**config.mk**
```make
export PLATFORM = sky130hd
export DESIGN_NAME = pulse_sequencer
export DESIGN_NICKNAME = d
export VERILOG_FILES = /design/src/rtl/pulse_seq_pkg.sv /design/src/rtl/pulse_timeout_counter.sv /design/src/rtl/pulse_sequencer.sv
export SDC_FILE = /design/constraint.sdc
export NUM_CORES = 1
export LEC_CHECK = 0
export ABC_AREA = 1
export BUFFER_PORTS_ARGS = -buffer_cell sky130_fd_sc_hd__buf_2
export CORE_MARGIN = 8
export CORE_UTILIZATION = 45
export DETAILED_ROUTE_END_ITERATION = 16
export PLACE_DENSITY = 0.76
export SYNTH_ARGS = -nofsm -noshare
export SYNTH_HDL_FRONTEND = slang
export SYNTH_HIERARCHICAL = 1
export SYNTH_SLANG_ARGS = --single-unit
```
**constraint.sdc**
```tcl
create_clock -name clk -period 1.8 [get_ports clk]
set_input_delay 0 -clock clk [delete_from_list [all_inputs] [get_ports clk]]
set_output_delay 0 -clock clk [all_outputs]
set_load 0.02 [all_outputs]
```
**src/rtl/pulse_seq_pkg.sv**
```systemverilog
// pulse_seq_pkg: FSM state encodings and phase-step helper for pulse_sequencer.
package pulse_seq_pkg;

    localparam logic [1:0] ST_ISSUE      = 2'd0;
    localparam logic [1:0] ST_MEM_WAIT   = 2'd1;
    localparam logic [1:0] ST_START_WAIT = 2'd2;
    localparam logic [1:0] ST_ERR        = 2'd3;

    function automatic int next_phase(input int p, input int n);
        return (p == n - 1) ? 0 : p + 1;
    endfunction

endpackage

```
**src/rtl/pulse_timeout_counter.sv**
```systemverilog
// pulse_timeout_counter: saturating wait counter; expired flags the last allowed wait cycle.
module pulse_timeout_counter #(
    parameter int TIMEOUT_CYCLES = 1023
) (
    input  logic clk,
    input  logic resetn,
    input  logic i_clear,
    input  logic i_enable,
    output logic o_expired
);
    localparam int CW = (TIMEOUT_CYCLES > 0) ? $clog2(TIMEOUT_CYCLES + 1) : 1;
    localparam logic [CW-1:0] LIM = CW'((TIMEOUT_CYCLES > 0) ? TIMEOUT_CYCLES - 1 : 0);

    logic [CW-1:0] r_cnt;

    always_ff @(posedge clk or negedge resetn) begin
        if (!resetn)
            r_cnt <= '0;
        else if (i_clear)
            r_cnt <= '0;
        else if (i_enable && !(&r_cnt))
            r_cnt <= r_cnt + 1'b1;
    end

    assign o_expired = (TIMEOUT_CYCLES > 0) && i_enable && (r_cnt == LIM);

endmodule

```
**src/rtl/pulse_sequencer.sv**
```systemverilog
// pulse_sequencer: phase distributor stepping 0..N_PHASE-1 with per-phase
// mem-read / start-wait masks, read timeout, single-step and halt.
module pulse_sequencer
    import pulse_seq_pkg::*;
#(
    parameter int N_PHASE        = 8,
    parameter int TIMEOUT_CYCLES = 1023,
    localparam int PW            = $clog2(N_PHASE)
) (
    input  logic               clk,
    input  logic               resetn,
    input  logic               start_pulse_from_io,
    input  logic               mem_read_reply_from_mem,
    input  logic [N_PHASE-1:0] wait_start_mask_from_op,
    input  logic [N_PHASE-1:0] mem_read_mask_from_op,
    input  logic               step_mode_from_io,
    input  logic               halt_from_io,
    input  logic               clear_err_from_io,
    output logic [PW-1:0]      cur_pulse,
    output logic [N_PHASE-1:0] at_pulse,
    output logic [N_PHASE-1:0] entering_pulse,
    output logic               mem_read_to_mem,
    output logic [N_PHASE-1:0] mem_reply_at_pulse,
    output logic               operate_pulse_to_op,
    output logic               timeout_err
);
    localparam logic [N_PHASE-1:0] ONE = N_PHASE'(1);

    logic [1:0]         r_state;
    logic [PW-1:0]      r_cur;
    logic               r_hold;
    logic [N_PHASE-1:0] w_ws;
    logic               w_ws_p;
    logic               w_mr_p;
    logic [PW-1:0]      w_nxt;
    logic               w_req;
    logic               w_reply;
    logic               w_adv;
    logic               w_expired;

    assign w_ws    = wait_start_mask_from_op | N_PHASE'(step_mode_from_io);
    assign w_ws_p  = w_ws[r_cur];
    assign w_mr_p  = mem_read_mask_from_op[r_cur];
    assign w_nxt   = PW'(next_phase(int'(r_cur), N_PHASE));
    assign w_req   = resetn && (r_state == ST_ISSUE) && w_mr_p;
    assign w_reply = resetn && (r_state == ST_MEM_WAIT) && mem_read_reply_from_mem;

    // r_hold marks a START_WAIT entered only because halt blocked a finished read
    always_comb
        w_adv = resetn && !halt_from_io && (
                (r_state == ST_ISSUE)      ? (!w_mr_p && !w_ws_p) :
                (r_state == ST_MEM_WAIT)   ? (w_reply && !w_ws_p) :
                (r_state == ST_START_WAIT) ? (r_hold || start_pulse_from_io) : 1'b0);

    pulse_timeout_counter #(.TIMEOUT_CYCLES(TIMEOUT_CYCLES)) u_tmo (
        .clk      (clk),
        .resetn   (resetn),
        .i_clear  (w_req),
        .i_enable (r_state == ST_MEM_WAIT),
        .o_expired(w_expired)
    );

    always_ff @(posedge clk or negedge resetn) begin
        if (!resetn) begin
            r_state <= ST_ISSUE;
            r_cur   <= '0;
            r_hold  <= 1'b0;
        end else if (w_adv) begin
            r_state <= ST_ISSUE;
            r_cur   <= w_nxt;
            r_hold  <= 1'b0;
        end else begin
            case (r_state)
                ST_ISSUE:
                    r_state <= w_mr_p ? ST_MEM_WAIT : w_ws_p ? ST_START_WAIT : ST_ISSUE;
                ST_MEM_WAIT:
                    if (w_reply) begin
                        r_state <= ST_START_WAIT;
                        r_hold  <= !w_ws_p;
                    end else if (w_expired) begin
                        r_state <= ST_ERR;
                    end
                ST_ERR:
                    if (clear_err_from_io) begin
                        r_state <= ST_ISSUE;
                        r_cur   <= '0;
                    end
                default: ;
            endcase
        end
    end

    assign cur_pulse           = r_cur;
    assign at_pulse            = ONE << r_cur;
    assign entering_pulse      = w_adv ? (ONE << w_nxt) : '0;
    assign mem_read_to_mem     = w_req;
    assign mem_reply_at_pulse  = w_reply ? (ONE << r_cur) : '0;
    assign operate_pulse_to_op = w_adv && (r_cur == PW'(N_PHASE - 1));
    assign timeout_err         = r_state == ST_ERR;

endmodule
```
==> reports/qor.yml <==
run_status:
  status: "finished, violations left"
  violations: "setup timing"
setup_path:
  worstSetupPathType: "flip-flop to output port"
  cp-start-kind: "flip-flop"
  arrival_ps: 1950
  reg2reg_depth: 12
  cp-startpoint: "cur_pulse[0]$_DFFE_PN0P_"
  max_stage_delay_ps: 460
  crit_end: "entering_pulse[1]"
  path_cells: "buf_12, ha_2, ha_4, nor2_2, nand2_2, nor3_2, buf_4"
  worstReg2RegStart: "cur_pulse[0]$_DFFE_PN0P_"
  r2r_end: "cur_pulse[1]$_DFFE_PN0P_"
  rrSetupSlack_ps: -20
  slowest_stage: "dfrtp_2"
  endpoint_kind: "output port"
  cp.required_ps: 1800
  critPathMaxFanout: 11
routing:
  num_vias: 1835
  first_pass_iters: 4
  wire_per_inst_um: 13.3
  route.detailed.drc: 0
  drt-initial-drc-count: 150
  drtAntennaViolNets: 0
  routed_wl_mm: 4.83
  vias_per_cell: 5.06
global_routing:
  grt_pass1_vias: 1634
  grt_antenna_before_repair: 0
  grt_overflow_total: 0
  globalRouteTotalUtil: 0.167
  grt_pass1_wl_mm: 7.18
  grt_max_degree: 17
clocking:
  cts.clk_slew.worst_paths_ps: 90
  cts_tree: "built"
  clock_latency_ps: 290
  clockBufferDepth: 2
  cts_sinks: 16
  root_buffer: "clkbuf_4"
  htree_num_levels: 1
  numCtsBuffers: 3
pwr:
  p_per_area_nw_per_um2: 1160
  power.total_mw: 2.51
  vdd_drop_max_v: 0.000639
  leakagePower_nw: 1.20
floorplanning:
  die_w_um: 73.7
  die_h_um: 73.7
  start_util: 0.459
  fp-row-count: 21
  core_area_um2: 3260
  die_area_um2: 5430
  pin_count: 53
synth:
  synth.yosys.seq_area_share: 0.268
  ys_ff_latch: 16
  synth-compound-area-share: 0.0493
  synth_enable_flop_cells: 0
  synth_fa_ha_area_frac: 0.0669
  yosys.area.top_type: "dfrtp_1"
  synth_top_family_by_area: "simple AND/OR/NAND/NOR gates"
  synth-async-reset-ratio: 1.00
  muxShareOfSynthArea: 0
  avgSynthCellArea_um2: 6.01
  synthTopCellsByArea: "dfrtp_1 (27%), nand2_1 (20%), inv_1 (12%)"
  synth_xor_area_frac: 0.00585
  syn_inst: 249
  synth_warnings: 6
  syn_nets: 280
  synth_commonest_cells: "nand2_1 (78), inv_1 (46), nor2_1 (29), nand3_1 (18), dfrtp_1 (16)"
  synth_top_cell_area_share: 0.268
  synth-simple-area-share: 0.468
  ys.flop_type: "dfrtp_1"
  synth_most_common_cell: "nand2_1"
  netlist_area_um2: 1500
  yosysUniqueCellTypes: 25
place:
  numPortBuffers: 52
  placed_cell_area_um2: 1830
  dpl.hpwl_mm: 3.27
  place_congestion: 0.860
  dp_cells: 347
timing:
  fin_worst_skew_ps: 0.429
  min_period_ps: 1950
  slew_headroom: 0.786
  fmax_ghz: 0.513
  fin_crit_sh: 1.08
  worst_slack_ps: -148
  setup_viol: 12
  hold_viol_final: 0
  tightest_slew_ps: 321
  rsz0062_at_grt: "yes"
  finalMaxSlewViolations: 0
finish:
  drive_above_1_share: 0.360
  nNetsFinal: 349
  final_area_um2: 2170
  fin_util: 0.667
  finalNonFillerCells: 363
  fillers: 289
  syn_to_final_growth_pct: 45.2
  diodes: 0
worst_hold_path:
  hold_class: "primary input to flip-flop"
  hold_start: "clear_err_from_io"
run:
  maxCapViolations: 0
-- final cells by class --
cell class	count	area, um^2	area share
Multi-Input combinational cell	182	1060	0.488
Timing Repair Buffer	67	435	0.200
Sequential cell	16	403	0.185
Inverter	48	190	0.0875
Tap cell	46	57.6	0.0265
Clock buffer	4	26.3	0.0121
-- kinds of logic (layout without fill, tap and decap cells) --
| kind of cell | count (synthesis) | after routing |
|---|---|---|
| flops | 16 | 16 |
| xor+xnor | 1 | 1 |
| compound gates | 13 | 13 |
| buf+inv | 52 | 119 |
| simple gates | 159 | 160 |
| fa+ha+maj | 8 | 8 |
-- sequential cells by signal (all words and copies together) (netlist names) --
name / flops
cur_pulse: 3
r_hold: 1
r_state: 2
u_tmo/r_cnt: 10
-- power by group --
group	total, mW	internal [mW]	switching [mW]
Sequential	0.646	0.479	0.166
Clock	0.200	0.0862	0.114
Combinational	1.67	0.615	1.05
Total	2.51	1.18	1.33
-- placed cells by master, fill, tap and decap left out, drive strengths merged, types with 3 or more instances in the layout --
cell / synthesis / final
dfrtp: 16 / 16
nor2: 32 / 32
inv: 47 / 47
nor3: 13 / 13
o21ai: 3 / 3
o21bai: 3 / 3
ha: 8 / 8
clkbuf: 1 / 4
nand3: 20 / 21
nand2: 83 / 83
nand4: 10 / 10
a21oi: 6 / 6
buf: 3 / 66
-- what timing repair did --
item / CTS / global route
pin swaps: 7 / 2
buffers inserted: 9 / 1
hold endpoints to repair: 16 / 0
hold buffers: 1 / 0
gates cloned: 1 / 0
gates resized for setup: 36 / 18
setup endpoints to repair: 17 / 31
-- critical path, delay by kind of cell (launching register included) --
family / cells / cell delay, ps
buffers and inverters: 2 / 330
adder cells (fa/ha/maj): 2 / 420
flip-flops: 1 / 460
AND/OR/NAND/NOR: 3 / 440
-- worst min-delay path by stage --
stage,to,cells past startpoint
after global placement,r_state[0]$_DFFE_PN0P_,2
final,r_state[1]$_DFFE_PN0P_,4
after detailed placement,r_state[0]$_DFFE_PN0P_,2
after CTS,r_state[1]$_DFFE_PN0P_,4
after global routing,r_state[1]$_DFFE_PN0P_,4
after floorplan,cur_pulse[0]$_DFFE_PN0P_,0
-- metal layers --
layer	share of wire	track usage	wire, um
met5	0	0	0
met1	0.38	0.175	1850
met4	0.027	0.0820	131
met3	0.069	0.0341	335
met2	0.52	0.307	2510
-- through the flow --
step                      worst slack, ps  hold WS (ps)  setup TNS [ps]
after global routing                 -252          23.1           -3100
final                                -148          31.5           -1070
after CTS                           -71.0          19.6            -521
after global placement               39.8         -11.5               0
after detailed placement            -32.4         -10.1           -52.4
after floorplan                     -56.6          -296            -453
Note: power is estimated with default switching activity, not from simulation.
